### src/rtl/generador_verificador_trafico_pkg.sv
// Shared types and helpers for the router traffic generator/checker.
// Word layout is {vc, dest, payload} with vc in the MSB.
package gen_pkg;

  typedef enum logic [2:0] {
    S_WAIT,
    S_INIT,
    S_SETTLE,
    S_PUSH,
    S_DRAIN,
    S_DONE,
    S_FAIL
  } state_e;

  localparam int LFSR_W = 4;
  // x^4 + x^3 + 1, maximal length
  localparam logic [LFSR_W-1:0] LFSR_TAPS = 4'b1100;

  function automatic int calc_dest_w(input int n_ch);
    return (n_ch <= 2) ? 1 : $clog2(n_ch);
  endfunction

  function automatic int vc_bit(input int dw);
    return dw - 1;
  endfunction

  function automatic int dest_lsb(input int dw, input int destw);
    return dw - 1 - destw;
  endfunction

  function automatic int payload_w(input int dw, input int destw);
    return dw - 1 - destw;
  endfunction

  function automatic logic [LFSR_W-1:0] lfsr_next(
    input logic [LFSR_W-1:0] s
  );
    return {s[LFSR_W-2:0], ^(s & LFSR_TAPS)};
  endfunction

endpackage

### src/rtl/generador_verificador_trafico_if.sv
// Signal bundle between the traffic generator and the router.
// master = generator side, slave = router side.
interface generador_verificador_trafico_if #(
  parameter int DATA_W = 6,
  parameter int N_CH   = 2
);

  logic                     init;
  logic [DATA_W-1:0]        data_in_principal;
  logic                     push;
  logic [N_CH-1:0]          pop;
  logic                     Pausa_MF;
  logic                     active_out;
  logic                     idle_out;
  logic                     error_out;
  logic [N_CH*DATA_W-1:0]   data_out;

  modport master (
    output init,
    output data_in_principal,
    output push,
    output pop,
    input  Pausa_MF,
    input  active_out,
    input  idle_out,
    input  error_out,
    input  data_out
  );

  modport slave (
    input  init,
    input  data_in_principal,
    input  push,
    input  pop,
    output Pausa_MF,
    output active_out,
    output idle_out,
    output error_out,
    output data_out
  );

endinterface

### src/rtl/generador_verificador_trafico_cola_esperada.sv
// Expected-word FIFO, one per destination channel.
// A push and a pop in the same cycle leave occupancy unchanged.
module cola_esperada #(
  parameter int DW    = 6,
  parameter int DEPTH = 8
) (
  input  logic                   clk,
  input  logic                   reset_L,
  input  logic                   flush_i,
  input  logic                   push_i,
  input  logic [DW-1:0]          data_i,
  input  logic                   pop_i,
  output logic [DW-1:0]          data_o,
  output logic                   full_o,
  output logic                   empty_o,
  output logic [$clog2(DEPTH):0] count_o
);

  localparam int AW = $clog2(DEPTH);

  logic [DW-1:0] mem_q [DEPTH];
  logic [AW-1:0] wr_q;
  logic [AW-1:0] rd_q;
  logic [AW:0]   cnt_q;
  logic          do_push;
  logic          do_pop;

  assign empty_o = (cnt_q == '0);
  assign full_o  = (cnt_q == (AW+1)'(DEPTH));
  assign count_o = cnt_q;
  assign data_o  = mem_q[rd_q];
  assign do_pop  = pop_i && !empty_o;
  assign do_push = push_i && (!full_o || do_pop);

  always_ff @(posedge clk) begin
    if (!reset_L || flush_i) begin
      wr_q  <= '0;
      rd_q  <= '0;
      cnt_q <= '0;
    end else begin
      if (do_push) wr_q <= wr_q + 1'b1;
      if (do_pop)  rd_q <= rd_q + 1'b1;
      cnt_q <= cnt_q + (AW+1)'(do_push) - (AW+1)'(do_pop);
    end
  end

  always_ff @(posedge clk) begin
    if (do_push) mem_q[wr_q] <= data_i;
  end

endmodule

### src/rtl/generador_verificador_trafico.sv
// Traffic generator and self-checker for the PCIe TL router:
// init, burst push, round-robin drain, per-channel compare.
module generador_verificador_trafico
  import gen_pkg::*;
#(
  parameter int              DATA_W    = 6,
  parameter int              N_CH      = 2,
  parameter int              BURST_LEN = 8,
  parameter int              EXP_DEPTH = 8,
  parameter int              POP_LAT   = 1,
  parameter int              TIMEOUT   = 255,
  parameter logic [LFSR_W-1:0] SEED    = 4'hA
) (
  input  logic       clk,
  input  logic       reset_L,
  input  logic       start,
  generador_verificador_trafico_if.master bus,
  output logic       done,
  output logic       pass,
  output logic [7:0] err_count
);

  localparam int DEST_W    = calc_dest_w(N_CH);
  localparam int VC_BIT    = vc_bit(DATA_W);
  localparam int DEST_LSB  = dest_lsb(DATA_W, DEST_W);
  localparam int PAYLOAD_W = payload_w(DATA_W, DEST_W);
  localparam int TMR_W     = $clog2(TIMEOUT + 1);
  localparam int CNT_W     = $clog2(EXP_DEPTH) + 1;

  state_e                        state_q, state_d;
  logic [LFSR_W-1:0]             lfsr_q;
  logic [7:0]                    idx_q;
  logic [TMR_W-1:0]              tmr_q;
  logic [DATA_W-1:0]             hold_q;
  logic [7:0]                    err_q;
  logic [DEST_W-1:0]             rr_q;
  logic [POP_LAT-1:0][N_CH-1:0]  pipe_q;
  logic [N_CH-1:0][1:0]          infl_q;

  logic [DATA_W-1:0]             word_w;
  logic [DEST_W-1:0]             dest_sel;
  logic [DEST_W-1:0]             cand_w;
  logic [DEST_W-1:0]             sel_w;
  logic                          found_w;
  logic                          push_w;
  logic                          init_w;
  logic                          progress_w;
  logic                          active_w;
  logic                          start_acc_w;
  logic                          flush_w;
  logic [N_CH-1:0]               pop_w;
  logic [N_CH-1:0]               full_w;
  logic [N_CH-1:0]               empty_w;
  logic [N_CH-1:0]               deq_w;
  logic [N_CH-1:0]               miss_w;
  logic [N_CH-1:0]               avail_w;
  logic [N_CH-1:0][DATA_W-1:0]   head_w;
  logic [N_CH-1:0][CNT_W-1:0]    cnt_w;
  logic                          unused_active;

  assign unused_active = bus.active_out;

  assign active_w = state_q inside {S_INIT, S_SETTLE, S_PUSH, S_DRAIN};
  assign start_acc_w = start && (state_q inside {S_WAIT, S_DONE, S_FAIL});
  assign flush_w  = (state_q == S_INIT);
  assign deq_w    = pipe_q[POP_LAT-1];
  assign progress_w = push_w || (|deq_w);

  always_comb begin
    dest_sel = DEST_W'(int'(lfsr_q[DEST_W:1]) % N_CH);
    word_w = '0;
    word_w[VC_BIT] = lfsr_q[0];
    word_w[DEST_LSB +: DEST_W] = dest_sel;
    word_w[PAYLOAD_W-1:0] = PAYLOAD_W'(idx_q);
  end

  always_comb begin
    miss_w  = '0;
    avail_w = '0;
    for (int i = 0; i < N_CH; i++) begin
      avail_w[i] = cnt_w[i] > CNT_W'(infl_q[i]);
      miss_w[i]  = deq_w[i] &&
        (bus.data_out[i*DATA_W +: DATA_W] != head_w[i]);
    end
  end

  // Round robin from rr_q; lowest offset wins.
  always_comb begin
    found_w = 1'b0;
    sel_w   = '0;
    cand_w  = '0;
    pop_w   = '0;
    for (int j = N_CH - 1; j >= 0; j--) begin
      cand_w = DEST_W'((int'(rr_q) + j) % N_CH);
      if (avail_w[cand_w]) begin
        found_w = 1'b1;
        sel_w   = cand_w;
      end
    end
    if (state_q == S_DRAIN && !bus.error_out && found_w)
      pop_w[sel_w] = 1'b1;
  end

  always_comb begin
    state_d = state_q;
    push_w  = 1'b0;
    init_w  = 1'b0;
    unique case (state_q)
      S_WAIT: if (start) state_d = S_INIT;
      S_INIT: begin
        init_w  = 1'b1;
        state_d = S_SETTLE;
      end
      S_SETTLE: if (bus.idle_out) state_d = S_PUSH;
      S_PUSH: begin
        push_w = !bus.Pausa_MF && !full_w[dest_sel];
        if (push_w && idx_q == 8'(BURST_LEN - 1))
          state_d = S_DRAIN;
      end
      S_DRAIN: if (&empty_w) state_d = S_DONE;
      S_DONE, S_FAIL: if (start) state_d = S_INIT;
      default: state_d = S_WAIT;
    endcase
    if (active_w && (bus.error_out ||
        (state_d == state_q && !(push_w || (|deq_w)) &&
         tmr_q == TMR_W'(TIMEOUT))))
      state_d = S_FAIL;
  end

  always_ff @(posedge clk) begin
    if (!reset_L) begin
      state_q <= S_WAIT;
      lfsr_q  <= SEED;
      idx_q   <= '0;
      tmr_q   <= '0;
      hold_q  <= '0;
      err_q   <= '0;
      rr_q    <= '0;
      pipe_q  <= '0;
      infl_q  <= '0;
    end else begin
      state_q <= state_d;
      if (state_d != state_q || progress_w) tmr_q <= '0;
      else if (tmr_q != TMR_W'(TIMEOUT)) tmr_q <= tmr_q + 1'b1;
      if (flush_w) idx_q <= '0;
      else if (push_w) idx_q <= idx_q + 1'b1;
      if (push_w) begin
        lfsr_q <= lfsr_next(lfsr_q);
        hold_q <= word_w;
      end
      if (start_acc_w) err_q <= '0;
      else if (|miss_w && !flush_w && err_q != 8'hFF)
        err_q <= err_q + 1'b1;
      if (flush_w) begin
        pipe_q <= '0;
        infl_q <= '0;
      end else begin
        pipe_q[0] <= pop_w;
        for (int i = 1; i < POP_LAT; i++) pipe_q[i] <= pipe_q[i-1];
        for (int i = 0; i < N_CH; i++)
          infl_q[i] <= infl_q[i] + {1'b0, pop_w[i]} - {1'b0, deq_w[i]};
      end
      if (|pop_w)
        rr_q <= (int'(sel_w) == N_CH - 1) ? '0 : sel_w + 1'b1;
    end
  end

  for (genvar g = 0; g < N_CH; g++) begin : g_cola
    cola_esperada #(
      .DW    (DATA_W),
      .DEPTH (EXP_DEPTH)
    ) u_cola (
      .clk     (clk),
      .reset_L (reset_L),
      .flush_i (flush_w),
      .push_i  (push_w && (int'(dest_sel) == g)),
      .data_i  (word_w),
      .pop_i   (deq_w[g]),
      .data_o  (head_w[g]),
      .full_o  (full_w[g]),
      .empty_o (empty_w[g]),
      .count_o (cnt_w[g])
    );
  end

  assign bus.init              = init_w;
  assign bus.push              = push_w;
  assign bus.pop               = pop_w;
  assign bus.data_in_principal = push_w ? word_w : hold_q;
  assign done      = (state_q == S_DONE) || (state_q == S_FAIL);
  assign pass      = (state_q == S_DONE) && (err_q == 8'd0);
  assign err_count = err_q;

endmodule

### src/flat_wrapper.sv
// flat-port wrapper written by rule: the top's interface ports become plain ports
module generador_verificador_trafico_flat import gen_pkg::*;
#(
  parameter int              DATA_W    = 6,
  parameter int              N_CH      = 2,
  parameter int              BURST_LEN = 8,
  parameter int              EXP_DEPTH = 8,
  parameter int              POP_LAT   = 1,
  parameter int              TIMEOUT   = 255,
  parameter logic [LFSR_W-1:0] SEED    = 4'hA
)
  (clk, reset_L, start, done, pass, err_count, bus_init, bus_data_in_principal, bus_push, bus_pop, bus_Pausa_MF, bus_active_out, bus_idle_out, bus_error_out, bus_data_out);
  generador_verificador_trafico_if #(.DATA_W(DATA_W), .N_CH(N_CH)) bus_i ();
  input  logic clk;
  input  logic reset_L;
  input  logic start;
  output logic done;
  output logic pass;
  output logic [7:0] err_count;
  output wire logic [$bits(bus_i.init)-1:0] bus_init;
  output wire logic [$bits(bus_i.data_in_principal)-1:0] bus_data_in_principal;
  output wire logic [$bits(bus_i.push)-1:0] bus_push;
  output wire logic [$bits(bus_i.pop)-1:0] bus_pop;
  input wire logic [$bits(bus_i.Pausa_MF)-1:0] bus_Pausa_MF;
  input wire logic [$bits(bus_i.active_out)-1:0] bus_active_out;
  input wire logic [$bits(bus_i.idle_out)-1:0] bus_idle_out;
  input wire logic [$bits(bus_i.error_out)-1:0] bus_error_out;
  input wire logic [$bits(bus_i.data_out)-1:0] bus_data_out;
  assign bus_init = bus_i.init;
  assign bus_data_in_principal = bus_i.data_in_principal;
  assign bus_push = bus_i.push;
  assign bus_pop = bus_i.pop;
  assign bus_i.Pausa_MF = bus_Pausa_MF;
  assign bus_i.active_out = bus_active_out;
  assign bus_i.idle_out = bus_idle_out;
  assign bus_i.error_out = bus_error_out;
  assign bus_i.data_out = bus_data_out;
  generador_verificador_trafico #(.DATA_W(DATA_W), .N_CH(N_CH), .BURST_LEN(BURST_LEN), .EXP_DEPTH(EXP_DEPTH), .POP_LAT(POP_LAT), .TIMEOUT(TIMEOUT), .SEED(SEED)) u_core (.clk(clk), .reset_L(reset_L), .start(start), .bus(bus_i), .done(done), .pass(pass), .err_count(err_count));
endmodule
### config.mk
export PLATFORM = sky130hd
export DESIGN_NAME = generador_verificador_trafico_flat
export DESIGN_NICKNAME = d
export VERILOG_FILES = /design/src/rtl/generador_verificador_trafico_pkg.sv /design/src/rtl/generador_verificador_trafico_if.sv /design/src/rtl/generador_verificador_trafico_cola_esperada.sv /design/src/rtl/generador_verificador_trafico.sv /design/src/flat_wrapper.sv
export SDC_FILE = /design/constraint.sdc
export NUM_CORES = 1
export LEC_CHECK = 0
export CAP_MARGIN = 40
export CORE_MARGIN = 2
export CORE_UTILIZATION = 45
export CTS_CLUSTER_DIAMETER = 30
export DETAILED_ROUTE_END_ITERATION = 6
export DONT_BUFFER_PORTS = 1
export GPL_TIMING_DRIVEN = 0
export PLACE_DENSITY = 0.67
export SKIP_LAST_GASP = 1
export SLEW_MARGIN = 0
export SYNTH_ARGS = -nofsm -noshare
export SYNTH_HDL_FRONTEND = slang
export SYNTH_SLANG_ARGS = --single-unit
export TNS_END_PERCENT = 10
### constraint.sdc
create_clock -name clk -period 4 [get_ports clk]
set_input_delay 0.4 -clock clk [delete_from_list [all_inputs] [get_ports clk]]
set_output_delay 0.4 -clock clk [all_outputs]
set_load 0.005 [all_outputs]
==> results of run 1 <==
cell usage in the layout (no fill, tap or decap), types with 4 or more instances in the layout:
cell and count:
a21o_1 4, a21oi_1 19, and2_1 10, and3_1 5, buf_2 10, buf_6 4
clkbuf_1 13, clkbuf_16 17, clkinv_2 4, dfxtp_1 70, edfxtp_1 96, ha_1 30
inv_1 34, mux2_2 4, mux2i_1 25, mux4_1 6, mux4_2 18, nand2_1 33
nand2b_1 14, nand3_1 11, nand4_1 7, nor2_1 52, nor2b_1 4, nor3_1 10
nor3b_1 6, o21ai_0 19, xnor2_1 15, xor2_1 24
per-stage QoR:
step | instances | util, % | total power (uW) | hold slack [ns] | worst slack [ns]
CTS | 838 | 52.1 | 3880 | 0.0856 | 0.636
global placement | 798 | 48.2 | 2290 | 0.463 | 0.367
floorplan | 582 | - | 2200 | 0.453 | 1.13
global route | 839 | 52.2 | 3990 | 0.0921 | 0.311
detailed placement | 806 | 48.5 | 2310 | 0.481 | 0.659
finish | 839 | 52.2 | 3850 | 0.0995 | 0.667
logic make-up (layout without fill, tap and decap cells):
kind of cell    after synthesis  in the layout
compound gates               68             68
xor+xnor                     39             39
fa+ha+maj                    32             32
buf+inv                      56             96
flops                       166            166
mux                          53             53
other cells                   0              1
simple gates                168            168
worst reg2reg max path: stages (launching register included):
cell and delay, ns:
dfxtp_1 0.82, nor4bb_1 0.54, nor3_1 0.12, and2_1 0.19, clkbuf_1 0.16, inv_1 0.26, ha_1 0.27, inv_1 0.06
ha_1 0.26, a21o_1 0.16, a21oi_1 0.19, xnor2_1 0.14, nor2_1 0.06
sequential cells by signal (all words and copies together), names as in the netlist, named ones only:
| register | flops |
|---|---|
| u_core.state_q | 3 |
| u_core.infl_q | 4 |
| u_core.err_count | 8 |
| u_core.g_cola.u_cola.count_o | 8 |
| u_core.g_cola.u_cola.wr_q | 6 |
| u_core.rr_q | 1 |
| u_core.g_cola.u_cola.mem_q | 96 |
| u_core.hold_q | 6 |
| u_core.tmr_q | 8 |
| u_core.lfsr_q | 4 |
| u_core.g_cola.u_cola.rd_q | 6 |
| u_core.deq_w | 2 |
| u_core.idx_q | 8 |
final timing paths:
kind / startpoint / endpoint / slack (ns) / cells after the start
max: u_core.lfsr_q[1] / u_core.g_cola[1].u_cola.count_o[3] / 0.67 / 12
max reg2reg: u_core.lfsr_q[1] / u_core.g_cola[1].u_cola.count_o[3] / 0.67 / 12
min: reset_L / u_core.hold_q[0] / 0.1 / 1
min reg2reg: u_core.g_cola[0].u_cola.wr_q[0] / u_core.g_cola[0].u_cola.wr_q[0] / 0.50 / 2
synthesized netlist by cell type, types with 5 or more instances:
master,instances
o21ai_0,19
mux4_2,18
nand2b_1,14
mux2i_1,25
mux4_1,6
xnor2_1,15
clkbuf_1,12
and3_1,5
nor2_1,52
edfxtp_1,96
xor2_1,24
nor3b_1,6
nand4_1,7
nand3_1,11
inv_1,34
and2_1,10
buf_2,5
nor3_1,10
nand2_1,33
dfxtp_1,70
a21oi_1,19
ha_1,30
layout make-up:
cell class	instances	share of cell area [%]
Buffer	22	1.42
Multi-Input combinational cell	360	35.0
Timing Repair Buffer	8	0.570
Inverter	34	1.53
Clock buffer	19	5.31
Antenna cell	1	0.0300
Sequential cell	166	51.3
Clock inverter	13	1.59
Tap cell	216	3.24
metal layers:
metal  wire (um)  up-vias  track usage, %  share of wire, %
li1            -     2180               -                 -
met1        6570     2232            22.8                44
met2        7160      107            28.8                48
met3         660       28            4.56               4.5
met4         383        0            7.53               2.6
met5           0        -               0                 0
power by group through the flow:
stage / Clock [uW] / Combinational, uW / Sequential (uW)
2_1_floorplan: 0 / 316 / 1890
4_1_cts: 1600 / 408 / 1860
3_3_place_gp: 0 / 395 / 1900
5_1_grt: 1670 / 456 / 1870
6_report: 1580 / 411 / 1860
3_5_place_dp: 0 / 405 / 1900
==> summary.txt, run 1 <==
Run status
  • Status: complete, no violations

Critical path
  • Crit. End Element: flop
  • CP Cell Sequence: nor4bb_1, nor3_1, and2_1, clkbuf_1, inv_1, ha_1, inv_1, ha_1, a21o_1, a21oi_1, xnor2_1, nor2_1
  • CP max-delay cell: dfxtp_1
  • Largest stage delay, worst path: 0.82 ns
  • WP buf/inv: 3
  • Largest fanout on the critical path: 21
  • CP Launch Type: flop
  • Top Family by Delay on Critical Path: simple AND/OR/NAND/NOR gates
  • CP Class: reg2reg
  • Critical Path AT: 3.63 ns
  • Critical Path RT: 4.29 ns

Cells and area
  • Register area: 4280 sq um
  • Final Net Count: 660
  • P&R area growth vs syn: 12.2%
  • Fillers: 1,394
  • Area of the multi-input gates: 2920 sq um
  • Design area: 8350 sq um
  • Share of cells above drive strength 1: 11.9%

Power and ir drop
  • Share of total power in combinational logic: 10.7%
  • Clock power share: 41.0%
  • Sequential share of power: 48.3%
  • Net Sw Frac: 24.6%
  • Leakage power: 0.00298 uW
  • NetSw: 950 uW
  • Internal power: 2900 uW
  • P per Cell Area: 462 nW/um^2
  • Worst VDD drop: 0.321 mV

Timing
  • Tcrit/Tclk final: 83.3%
  • Max Freq: 0.300 GHz
  • RSZ-0062 raised after global routing: no
  • Slew Viols, Final: 0
  • Endpoints failing setup: 0
  • Max-slew headroom: 43.8%
  • Crit path time final: 3.33 ns
  • Worst Max-Slew Pin Slew: 0.841 ns
  • Skew final: 0.00952 ns
  • Sum Neg Setup Slack: 0 ns
  • Final hold vios: 0

Logic synthesis
  • Synth Flop Type: edfxtp_1
  • Simple-gate area share of the yosys netlist: 11.4%
  • Synth area leader: edfxtp_1
  • Yosys reg bits: 166
  • Avg Cell Area, Syn: 12.8 sq um
  • Post-synth EDFFs: 96
  • Largest family of logic cells by synthesized area: multiplexers
  • Post-synthesis cell type count: 54
  • Adder-cell share of the synthesized area: 5.59%
  • Register area share after synthesis: 57.6%
  • Top post-synthesis cells by area: edfxtp_1, dfxtp_1, mux4_2
  • Top-area cell type share of the netlist area: 38.8%
  • Instance count of the mapped netlist: 582
  • Post-Syn Area: 7440 sq um
  • Syn nets: 633
  • Fraction of registers with async set or reset after synthesis: 0%
  • Yosys warnings: 0
  • Synth Area in XOR/XNOR: 4.59%
  • Compound-Gate Fraction of Synth Area: 5.97%
  • Fraction of synthesized area in multiplexers: 11.5%

Clock tree
  • Post-cts gate resize count: 0
  • H-tree Lvls: 4
  • # hold bufs at CTS: 0
  • Deepest clock path buffer count: 2
  • Skew-Pair Late Insertion Delay: 0.43 ns
  • Root buf cell: clkbuf_16
  • Clock slew at reported path FFs: 0.06 ns
  • TritonCTS Buffers: 17
  • # clock sinks: 166
  • Post-CTS setup repair buffer count: 0
  • CTS tree: built

Global route
  • Initial antenna violation count: 1
  • Largest net degree at the start of global routing: 24
  • First-pass GRT wire length: 23,800 um
  • Global Route Usage Sum: 17.8%
  • Overflow after GRT: 0
  • Number of global-route vias before repair: 4,570

Die
  • Die W: 133 um
  • Chip height: 133 um
  • Row Count: 46
  • Core footprint: 16,000 sq um
  • I/O pin count: 39
  • Die area: 17,600 sq um
  • Initial Utilization: 46.5%

Drt
  • Final wirelength: 14,800 um
  • Avg WL per Cell: 17.6 um
  • 1st-iter DRT viols: 306
  • Vias: 4,547
  • TritonRoute pass-1 iters: 5
  • Antenna Nets Post-Route: 0
  • DRC: 0
  • Via density per instance: 5.42

Worst hold path
  • Hold WC Path Type: in2reg

Placement
  • Detailed placer's ending HPWL: 10,400 um
  • PortBufs: 0
  • Placement Cell Area: 7770 sq um
  • Final GP Congestion: 0.886

Run
  • MaxCap Viol Count: 0
Note: power is estimated with default switching activity, not from simulation.
==> run 2, diff against run 1 <==
- PLACE_DENSITY: 0.67 -> 0.69
- clock period: 4 -> 2.8 ns (I/O delays scaled with it)
==> run 2 against run 1 <==
Effect of this change: the run now ends with setup timing left; sequential cell count unchanged; non-clock buffer count decreased by 1; global-route usage decreased by 0.20 points; first-iteration DRC count decreased by 2.3%; register-to-register slack got worse by 0.72 ns; final area increased by 1.5%; final cell count decreased by 0.12%; critical path type unchanged; largest power group unchanged.
==> summary.txt, run 2 (synthesis results as in run 1) <==
Timing
  • Max-slew headroom: 46.1% (+2.3 points)
  • RSZ-0062 raised after global routing: yes
  • Skew final: 0.0120 ns (+0.00251 ns)
  • Tcrit/Tclk final: 102% (+18 points)
  • Endpoints failing setup: 5 (+5)
  • Final setup margin: -0.0501 ns (-0.717 ns)
  • Slew Viols, Final: 0 (unchanged)
  • Sum Neg Setup Slack: -0.178 ns (-0.178 ns)
  • Max Freq: 0.351 GHz (+17%)
  • Hold WS: 0.0903 ns (-0.00920 ns)
  • Worst Max-Slew Pin Slew: 0.807 ns (-0.0342 ns)
  • Final hold vios: 0 (unchanged)
  • Crit path time final: 2.85 ns (-0.483 ns)

Clock tree
  • Clock slew at reported path FFs: 0.07 ns (about the same)
  • Deepest clock path buffer count: 2 (unchanged)
  • # clock sinks: 166 (unchanged)
  • Root buf cell: clkbuf_16
  • CTS tree: built
  • H-tree Lvls: 4 (unchanged)
  • Skew-Pair Late Insertion Delay: 0.44 ns (about the same)
  • TritonCTS Buffers: 17 (unchanged)

Power and ir drop
  • Worst VDD drop: 0.479 mV (+49%)
  • P per Cell Area: 651 nW/um^2 (+41%)
  • Leakage power: 0.00302 uW (+1.2%)

Drt
  • TritonRoute pass-1 iters: 4 (-1)
  • 1st-iter DRT viols: 299 (-2.3%)
  • Avg WL per Cell: 17.7 um (+0.27%)
  • Vias: 4,558 (+0.24%)
  • Antenna Nets Post-Route: 0 (unchanged)
  • DRC: 0 (unchanged)
  • Via density per instance: 5.44 (+0.36%)
  • Final wirelength: 14,800 um (+0.15%)

Cells and area
  • Most frequent cells in the layout: edfxtp_1, dfxtp_1, nor2_1
  • Final cell count without fillers: 838 (-0.12%)
  • Fillers: 1,339 (-3.9%)
  • Largest Register: u_core.g_cola.u_cola.mem_q
  • Most common cell after layout, fill and taps aside: edfxtp_1
  • Area of the multi-input gates: 3010 sq um (+3.3%)
  • Number of flip-flops under the largest register name: 96 (unchanged)
  • Design area: 8470 sq um (+1.5%)
  • Register area: 4290 sq um (+0.20%)
  • Final Net Count: 659 (-0.15%)
  • P&R area growth vs syn: 13.9%
  • Share of cells above drive strength 1: 15.1% (+3.2 points)

Placement
  • PortBufs: 0 (unchanged)
  • Dpl ws: -0.594 ns (-1.25 ns)
  • Placed insts: 807 (+0.12%)
  • Detailed placer's ending HPWL: 10,400 um (about the same)
  • Final GP Congestion: 0.831 (-6.2%)
  • Placement Cell Area: 7770 sq um (unchanged)

Critical path
  • Reg2reg path depth: 9 (-3)
  • Worst r2r src: u_core.state_q[0]
  • Critical Path RT: 2.94 ns (-1.35 ns)
  • FF-to-FF setup slack: -0.05 ns (-0.72 ns)
  • Crit. End Element: flop
  • Crit path from: u_core.state_q[0]
  • Largest fanout on the critical path: 9 (-57%)
  • CP Class: reg2reg
  • CP Launch Type: flop
  • Reg2reg end: u_core.g_cola[1].u_cola.mem_q[5][5]
  • Critical Path AT: 2.99 ns (-0.64 ns)

Worst hold path
  • Hold path endpoint: u_core.rr_q
  • Hold WC Path Type: in2reg
  • Hold Path Stages: 3 (+2)
  • Hold path start: bus_error_out

Die
  • Initial Utilization: 46.5% (unchanged)
  • Die W: 133 um (unchanged)
  • I/O pin count: 39 (unchanged)
  • Core footprint: 16,000 sq um (unchanged)
  • Row Count: 46 (unchanged)
  • Chip height: 133 um (unchanged)
  • Die area: 17,600 sq um (unchanged)

Global route
  • Number of global-route vias before repair: 4,462 (-2.4%)
  • Initial antenna violation count: 1 (unchanged)
  • Global Route Usage Sum: 17.6% (-0.20 points)
  • Overflow after GRT: 0 (unchanged)
  • First-pass GRT wire length: 23,600 um (-1.1%)
  • Largest net degree at the start of global routing: 24 (unchanged)

Run
  • MaxCap Viol Count: 0 (unchanged)

Run status
  • Failing checks: setup timing
  • Status: complete, but fails checks
-- run 2: changes by cell type in the layout (fill, tap and decap cells not counted), moves of 2 or more --
cell / delta
dfxtp_1: -7
dfxtp_2: +7
inv_6: +6
clkbuf_1: -5
bufinv_16: -2
clkinvlp_4: -2
inv_8: +2
o311ai_2: -2
o311ai_4: +2
-- run 2: cell type report --
class	instances	share of cell area [%]
diodes	1	0.0295
plain buffers	18	1.40
clock buffers	19	5.48
clock inverters	13	1.27
inverters	34	1.55
multi-input cells	360	35.6
flip-flops and latches	166	50.7
well taps	216	3.19
repair buffers	11	0.827
-- run 2: worst max-delay path, cell delays in order, from the launching register on --
cell	delay, ns
dfxtp_1	0.33
buf_6	0.14
nand2b_4	0.08
or3b_4	0.44
nor3_4	0.15
and2_4	0.16
clkbuf_8	0.14
nand2_1	0.11
nor3b_1	0.70
buf_2	0.29
-- run 2: worst max path at each step --
stage,end,slack [ns],depth (start not counted)
floorplan,u_core.g_cola[0].u_cola.count_o[2],-0.02,12
global placement,u_core.g_cola[1].u_cola.mem_q[0][4],-0.69,8
detailed placement,u_core.g_cola[1].u_cola.count_o[2],-0.59,12
CTS,u_core.err_count[2],-0.15,8
global route,u_core.g_cola[1].u_cola.count_o[2],-0.21,14
finish,u_core.g_cola[1].u_cola.mem_q[5][5],-0.05,9
-- run 2: power breakdown --
part / total [uW] / internal [uW] / switching, uW
logic: 595 / 224 / 371
registers: 2700 / 2620 / 78.0
clock network: 2230 / 1240 / 990
-- run 2: repair_timing --
item                                   in CTS  in global routing
setup buffers                               1                  0
setup endpoints to repair                 118                 42
hold buffers                                1                  0
endpoints found under the hold margin       4                  0
gates resized for setup                    22                  6
pin swaps                                   3                  3
-- run 2: layer usage --
layer  wire (um)  share of wire [%]  GRT usage (%)  up-vias
met5           0                  0              0        -
met3         844                5.7           5.98       20
li1            -                  -              -     2178
met4         215                1.5           5.97        0
met2        7490                 51           29.5      103
met1        6250                 42           21.3     2257
-- run 2: per-stage QoR --
stage | total power (uW) | utilization (%)
after floorplan | 3150 | -
after global placement | 3270 | 48.2
after detailed placement | 3300 | 48.5
after CTS | 5540 | 52.8
after global routing | 5740 | 52.9
final | 5520 | 52.9
==> run 3, diff against run 2 <==
- RECOVER_POWER: not set -> 50
==> results of run 3 <==
Same layout as run 2: the final DEF is identical, and so are final timing and power.
